`src/rtl/serial_addsub.sv`:
```
// serial_addsub: bit-serial adder/subtractor reusing one full-adder cell.
// Operands are latched on start and processed LSB first, one bit per clock.
// Optional macro SERIAL_ADDSUB_OVF_EN adds a signed-overflow output (ovf).
module serial_addsub #(
  parameter int unsigned WIDTH = 8
) (
  input  logic             clk,
  input  logic             rst_n,
  input  logic             start,
  input  logic             sub,
  input  logic [WIDTH-1:0] a,
  input  logic [WIDTH-1:0] b,
  output logic             ready,
  output logic             done,
  output logic [WIDTH-1:0] result,
`ifdef SERIAL_ADDSUB_OVF_EN
  output logic             ovf,
`endif
  output logic             co
);

  localparam int unsigned CNT_W = (WIDTH > 2) ? $clog2(WIDTH) : 1;
  localparam logic [CNT_W-1:0] LAST_BIT = CNT_W'(WIDTH - 1);

  typedef enum logic [1:0] {
    S_IDLE = 2'd0,
    S_RUN  = 2'd1,
    S_DONE = 2'd2
  } state_t;

  state_t           state_q, state_d;
  logic [WIDTH-1:0] op_a_q, op_a_d;
  logic [WIDTH-1:0] op_b_q, op_b_d;
  logic [WIDTH-1:0] sum_q, sum_d;
  logic [WIDTH-1:0] result_d;
  logic [CNT_W-1:0] cnt_q, cnt_d;
  logic             carry_q, carry_d;
  logic             mode_q, mode_d;
  logic             co_d;
  logic             s_bit;
  logic             carry_next;
`ifdef SERIAL_ADDSUB_OVF_EN
  logic             ovf_d;
`endif

  // Single full-adder cell working on the current LSBs and the carry flop
  always_comb begin
    s_bit      = op_a_q[0] ^ op_b_q[0] ^ carry_q;
    carry_next = (op_a_q[0] & op_b_q[0]) | (op_a_q[0] & carry_q) | (op_b_q[0] & carry_q);
  end

  // Status decoded from the state register only
  always_comb begin
    ready = (state_q == S_IDLE);
    done  = (state_q == S_DONE);
  end

  // Next-state and datapath next values
  always_comb begin
    state_d  = state_q;
    op_a_d   = op_a_q;
    op_b_d   = op_b_q;
    sum_d    = sum_q;
    cnt_d    = cnt_q;
    carry_d  = carry_q;
    mode_d   = mode_q;
    result_d = result;
    co_d     = co;
`ifdef SERIAL_ADDSUB_OVF_EN
    ovf_d    = ovf;
`endif
    case (state_q)
      S_IDLE: begin
        if (start) begin
          op_a_d  = a;
          op_b_d  = sub ? ~b : b;
          carry_d = sub;
          mode_d  = sub;
          cnt_d   = '0;
          state_d = S_RUN;
        end
      end
      S_RUN: begin
        op_a_d  = {1'b0, op_a_q[WIDTH-1:1]};
        op_b_d  = {1'b0, op_b_q[WIDTH-1:1]};
        sum_d   = {s_bit, sum_q[WIDTH-1:1]};
        carry_d = carry_next;
        cnt_d   = cnt_q + CNT_W'(1);
        if (cnt_q == LAST_BIT) begin
          result_d = {s_bit, sum_q[WIDTH-1:1]};
          co_d     = mode_q ? ~carry_next : carry_next;
`ifdef SERIAL_ADDSUB_OVF_EN
          // carry into the MSB is the flop value on this final bit
          ovf_d    = carry_q ^ carry_next;
`endif
          state_d  = S_DONE;
        end
      end
      S_DONE: begin
        state_d = S_IDLE;
      end
      default: begin
        state_d = S_IDLE;
      end
    endcase
  end

  // State register
  always_ff @(posedge clk or negedge rst_n) begin
    if (!rst_n) begin
      state_q <= S_IDLE;
    end else begin
      state_q <= state_d;
    end
  end

  // Datapath and output registers
  always_ff @(posedge clk or negedge rst_n) begin
    if (!rst_n) begin
      op_a_q  <= '0;
      op_b_q  <= '0;
      sum_q   <= '0;
      cnt_q   <= '0;
      carry_q <= 1'b0;
      mode_q  <= 1'b0;
      result  <= '0;
      co      <= 1'b0;
`ifdef SERIAL_ADDSUB_OVF_EN
      ovf     <= 1'b0;
`endif
    end else begin
      op_a_q  <= op_a_d;
      op_b_q  <= op_b_d;
      sum_q   <= sum_d;
      cnt_q   <= cnt_d;
      carry_q <= carry_d;
      mode_q  <= mode_d;
      result  <= result_d;
      co      <= co_d;
`ifdef SERIAL_ADDSUB_OVF_EN
      ovf     <= ovf_d;
`endif
    end
  end

endmodule

```
`config.mk`:
```
export PLATFORM = sky130hd
export DESIGN_NAME = serial_addsub
export DESIGN_NICKNAME = d
export VERILOG_FILES = /design/src/rtl/serial_addsub.sv
export SDC_FILE = /design/constraint.sdc
export NUM_CORES = 1
export LEC_CHECK = 0
export ABC_AREA = 1
export ABC_CLOCK_PERIOD_IN_PS = 3800
export CORE_ASPECT_RATIO = 2
export CORE_MARGIN = 5
export CORE_UTILIZATION = 25
export CTS_CLUSTER_SIZE = 10
export DETAILED_ROUTE_END_ITERATION = 6
export PLACE_DENSITY_LB_ADDON = 0.12
export RECOVER_POWER = 50
export SLEW_MARGIN = 20
export SYNTH_ARGS = -nofsm -noshare
export SYNTH_HDL_FRONTEND = slang
export SYNTH_SLANG_ARGS = --single-unit
```
`constraint.sdc`:
```
create_clock -name clk -period 3.8 [get_ports clk]
set_input_delay 0.95 -clock clk [delete_from_list [all_inputs] [get_ports clk]]
set_output_delay 0.95 -clock clk [all_outputs]
set_load 0.05 [all_outputs]
```
==> impl_metrics.py <==
metrics = {
    "yosys": {
        "postSynthNetCount": 253,
        "synth_area_sq_um": 1870,
        "synth_cell_type_count": 20,
        "post_synth_main_area_contributors": "sky130_fd_sc_hd__dfrtp_1, sky130_fd_sc_hd__nand2_1, sky130_fd_sc_hd__nand3_1",
        "number_of_warnings_printed_during_yosys_synthesis": 0,
        "synth_area_leader_cell": "sky130_fd_sc_hd__dfrtp_1",
        "number_of_enable_type_register_cells_in_the_synthesized_netlist": 0,
        "yosysSeqAreaShare_pct": 52.2,
        "netlist.area_leader.share_pct": 52.2,
        "postSynthAreaPerCell_sq_um": 8.13,
        "synth-seq-cells": 39,
        "synth_async_sr_flop_share_pct": 100,
        "ranking_of_synthesized_cells_by_instance_count": "sky130_fd_sc_hd__nand2_1, sky130_fd_sc_hd__dfrtp_1, sky130_fd_sc_hd__inv_1",
        "postSynth.topFlopCell": "sky130_fd_sc_hd__dfrtp_1",
        "synthMostInstantiatedCell": "sky130_fd_sc_hd__nand2_1",
        "synthesis.instances": 230,
    },
    "sta": {
        "timing.max_slew.rel_slack_pct": -42.9,
        "finalSetupViolations": 0,
        "worstMarginPinSlew_ps": 2140,
        "final.setup.worst_slack_ps": 926,
        "layout_worst_path_cycle_share_pct": 75.6,
        "max_freq_mhz": 348,
        "timing_hold_violations_final": 0,
        "finalClockSkew_ps": 3.25,
        "rsz_0062_raised_after_global_routing": "false",
        "finalCriticalPeriod_ps": 2870,
        "final_slew_viol_count": 40,
        "fin_setup_tns_ps": 0,
    },
    "clocking": {
        "numCtsBuffers": 5,
        "cts.hold.buffers_added": 0,
        "cts_setup_buffers": 0,
        "cts_root_buffer": "sky130_fd_sc_hd__clkbuf_16",
        "clock_transition_at_the_registers_of_the_reported_paths_ps": 60,
        "tritoncts": "built",
        "clk_latency_ps": 280,
        "clock_tree.htree_level_count": 2,
        "numClockSinks": 39,
        "post_cts_resize_count": 0,
        "clock_path_buffers": 2,
    },
    "pwr": {
        "pwr_density_cell_nw_per_um2": 801,
        "ir_drop_mv": 0.257,
        "leakagePower_nw": 1.20,
    },
    "hold_path": {
        "worst_hold_path_type": "register to register",
        "whs_path_depth": 2,
        "worstHoldEndpoint": "co",
        "worstHoldStart": "co",
    },
    "global_routing": {
        "maximum_number_of_pins_on_one_net_before_global_route_repair": 40,
        "vias_in_the_first_global_route": 1489,
        "groute.usage.overall_pct": 9.69,
        "global_route.usage.met2_pct": 17.7,
        "global_route.usage.met3_pct": 2.06,
        "grt.busiest_layer": "met2",
        "grt_first_pass_wirelength_microns": 7110,
        "use_met1_pct": 9.79,
        "antenna_violations_before_repair": 0,
        "global_route.overflow_total": 0,
    },
    "critical_path": {
        "crit-reg2reg-capture": "co",
        "crit_type": "register to output pin",
        "crit_arrival_ps": 1920,
        "r2r_cells": 6,
        "setup.worst_path.end_class": "output pin",
        "worst_ep_required_time_ps": 2850,
        "reg2reg_slack_ps": 1940,
        "cp_max_fo": 12,
        "critical_path.startpoint_type": "register",
        "rr_startpoint": "state_q[0]",
    },
    "die": {
        "fp.dieH_microns": 132,
        "dieWidth_microns": 71.1,
        "die_area_sq_um": 9410,
        "rows": 44,
        "core_sq_um": 7270,
        "floorplan.initialDensity_pct": 25.7,
        "num_io_pins": 31,
    },
    "drt": {
        "finalWirelength_microns": 4250,
        "firstDrtPassIters": 4,
        "routed_wire_length_per_instance_microns": 12.1,
        "route.vias.total": 1460,
        "via_per_inst": 4.16,
        "drc_errors": 0,
        "ant_nets": 0,
        "dr.first_iter.drc_count": 73,
    },
    "layout": {
        "multiInputGateArea_sq_um": 736,
        "insertedDiodeCount": 0,
        "final_layout_fill_cell_count": 799,
        "area_growth_pct": 26.0,
        "layout-drive-gt1-share_pct": 7.34,
        "ff_latch_area_sq_um": 976,
        "finish.net_count": 281,
    },
    "placed_design": {
        "dp.final_hpwl_microns": 3120,
        "global_placer_s_final_weighted_congestion": 0.750,
        "dp_worst_setup_slack_ps": 1240,
        "numPortBuffers": 30,
    },
    "run": {
        "max_cap_viol_count": 1,
    },
    "status": {
        "violations_in_the_final_reports": "capacitance limit, slew limit",
        "outcome": "finished with violations",
    },
}
worst max path at each step:
stage / end / slack (ps) / start / cells past startpoint
2_1_floorplan: ready / 1600 / state_q[0] / 2
4_1_cts: ready / 910 / state_q[0] / 2
5_1_grt: ready / 770 / state_q[0] / 2
3_3_place_gp: ready / 1230 / state_q[0] / 2
3_5_place_dp: op_a_q[1] / 1240 / start / 5
6_report: ready / 930 / state_q[0] / 2
cells by family after synthesis:
logic type | count (synthesis) | share of synthesized area (%)
compound gates | 18 | 6.83
xor+xnor | 1 | 0.469
fa+ha+maj | 3 | 2.41
buf+inv | 30 | 8.43
flops | 39 | 52.2
simple gates | 139 | 29.7
area by class of cell:
cell class                      count  share of cell area (%)
Sequential cell                    39                    41.4
Multi-Input combinational cell    161                    31.2
Tap cell                           92                    4.89
Timing Repair Buffer               30                    12.5
Clock buffer                        8                    6.64
Inverter                           21                    3.35
stage by stage:
| stage | total power [W] | hold slack (ps) | instances | instance area [sq um] | util, % |
|---|---|---|---|---|---|
| finish | 0.00189 | 475 | 351 | 2360 | 32.4 |
| global route | 0.00205 | 504 | 351 | 2360 | 32.4 |
| CTS | 0.00193 | 481 | 351 | 2360 | 32.4 |
| detailed placement | 0.00148 | 466 | 343 | 2200 | 30.3 |
| global placement | 0.00148 | 460 | 343 | 2200 | 30.3 |
| floorplan | 0.00128 | 442 | 230 | 1870 | - |
where the power goes:
part / internal, W / switching [W]
Combinational: 0.000255 / 0.000493
Clock: 0.000279 / 0.000155
Sequential: 0.000591 / 0.000113
flip-flops by register name, indices dropped and copies added, names as in the netlist:
| signal | count |
|---|---|
| state_q | 2 |
| op_b_q | 8 |
| co | 1 |
| sum_q | 7 |
| op_a_q | 8 |
| cnt_q | 3 |
| mode_q | 1 |
| result | 8 |
| carry_q | 1 |
critical path, stage by stage, from the launching register on:
cell                              delay (ps)
sky130_fd_sc_hd__dfrtp_1                 540
sky130_fd_sc_hd__nor2_1                  260
sky130_fd_sc_hd__clkdlybuf4s50_1         850
layer usage:
| metal | part of all wire (%) | routed length, microns |
|---|---|---|
| met2 | 54 | 2290 |
| met5 | 0 | 0 |
| met4 | 2.4 | 100 |
| met1 | 40 | 1700 |
| met3 | 3.7 | 157 |
placed cells by master (no fill, tap or decap), drive strengths merged:
| cell type | instances |
|---|---|
| clkbuf | 9 |
| clkdlybuf4s50 | 28 |
| dfrtp | 39 |
| dlygate4sd3 | 1 |
| fa | 1 |
| ha | 2 |
| inv | 21 |
| nand2 | 119 |
| nand3 | 16 |
| nor2 | 4 |
| o21ai | 18 |
| xor2 | 1 |
Power figures use the tool's default switching activity.
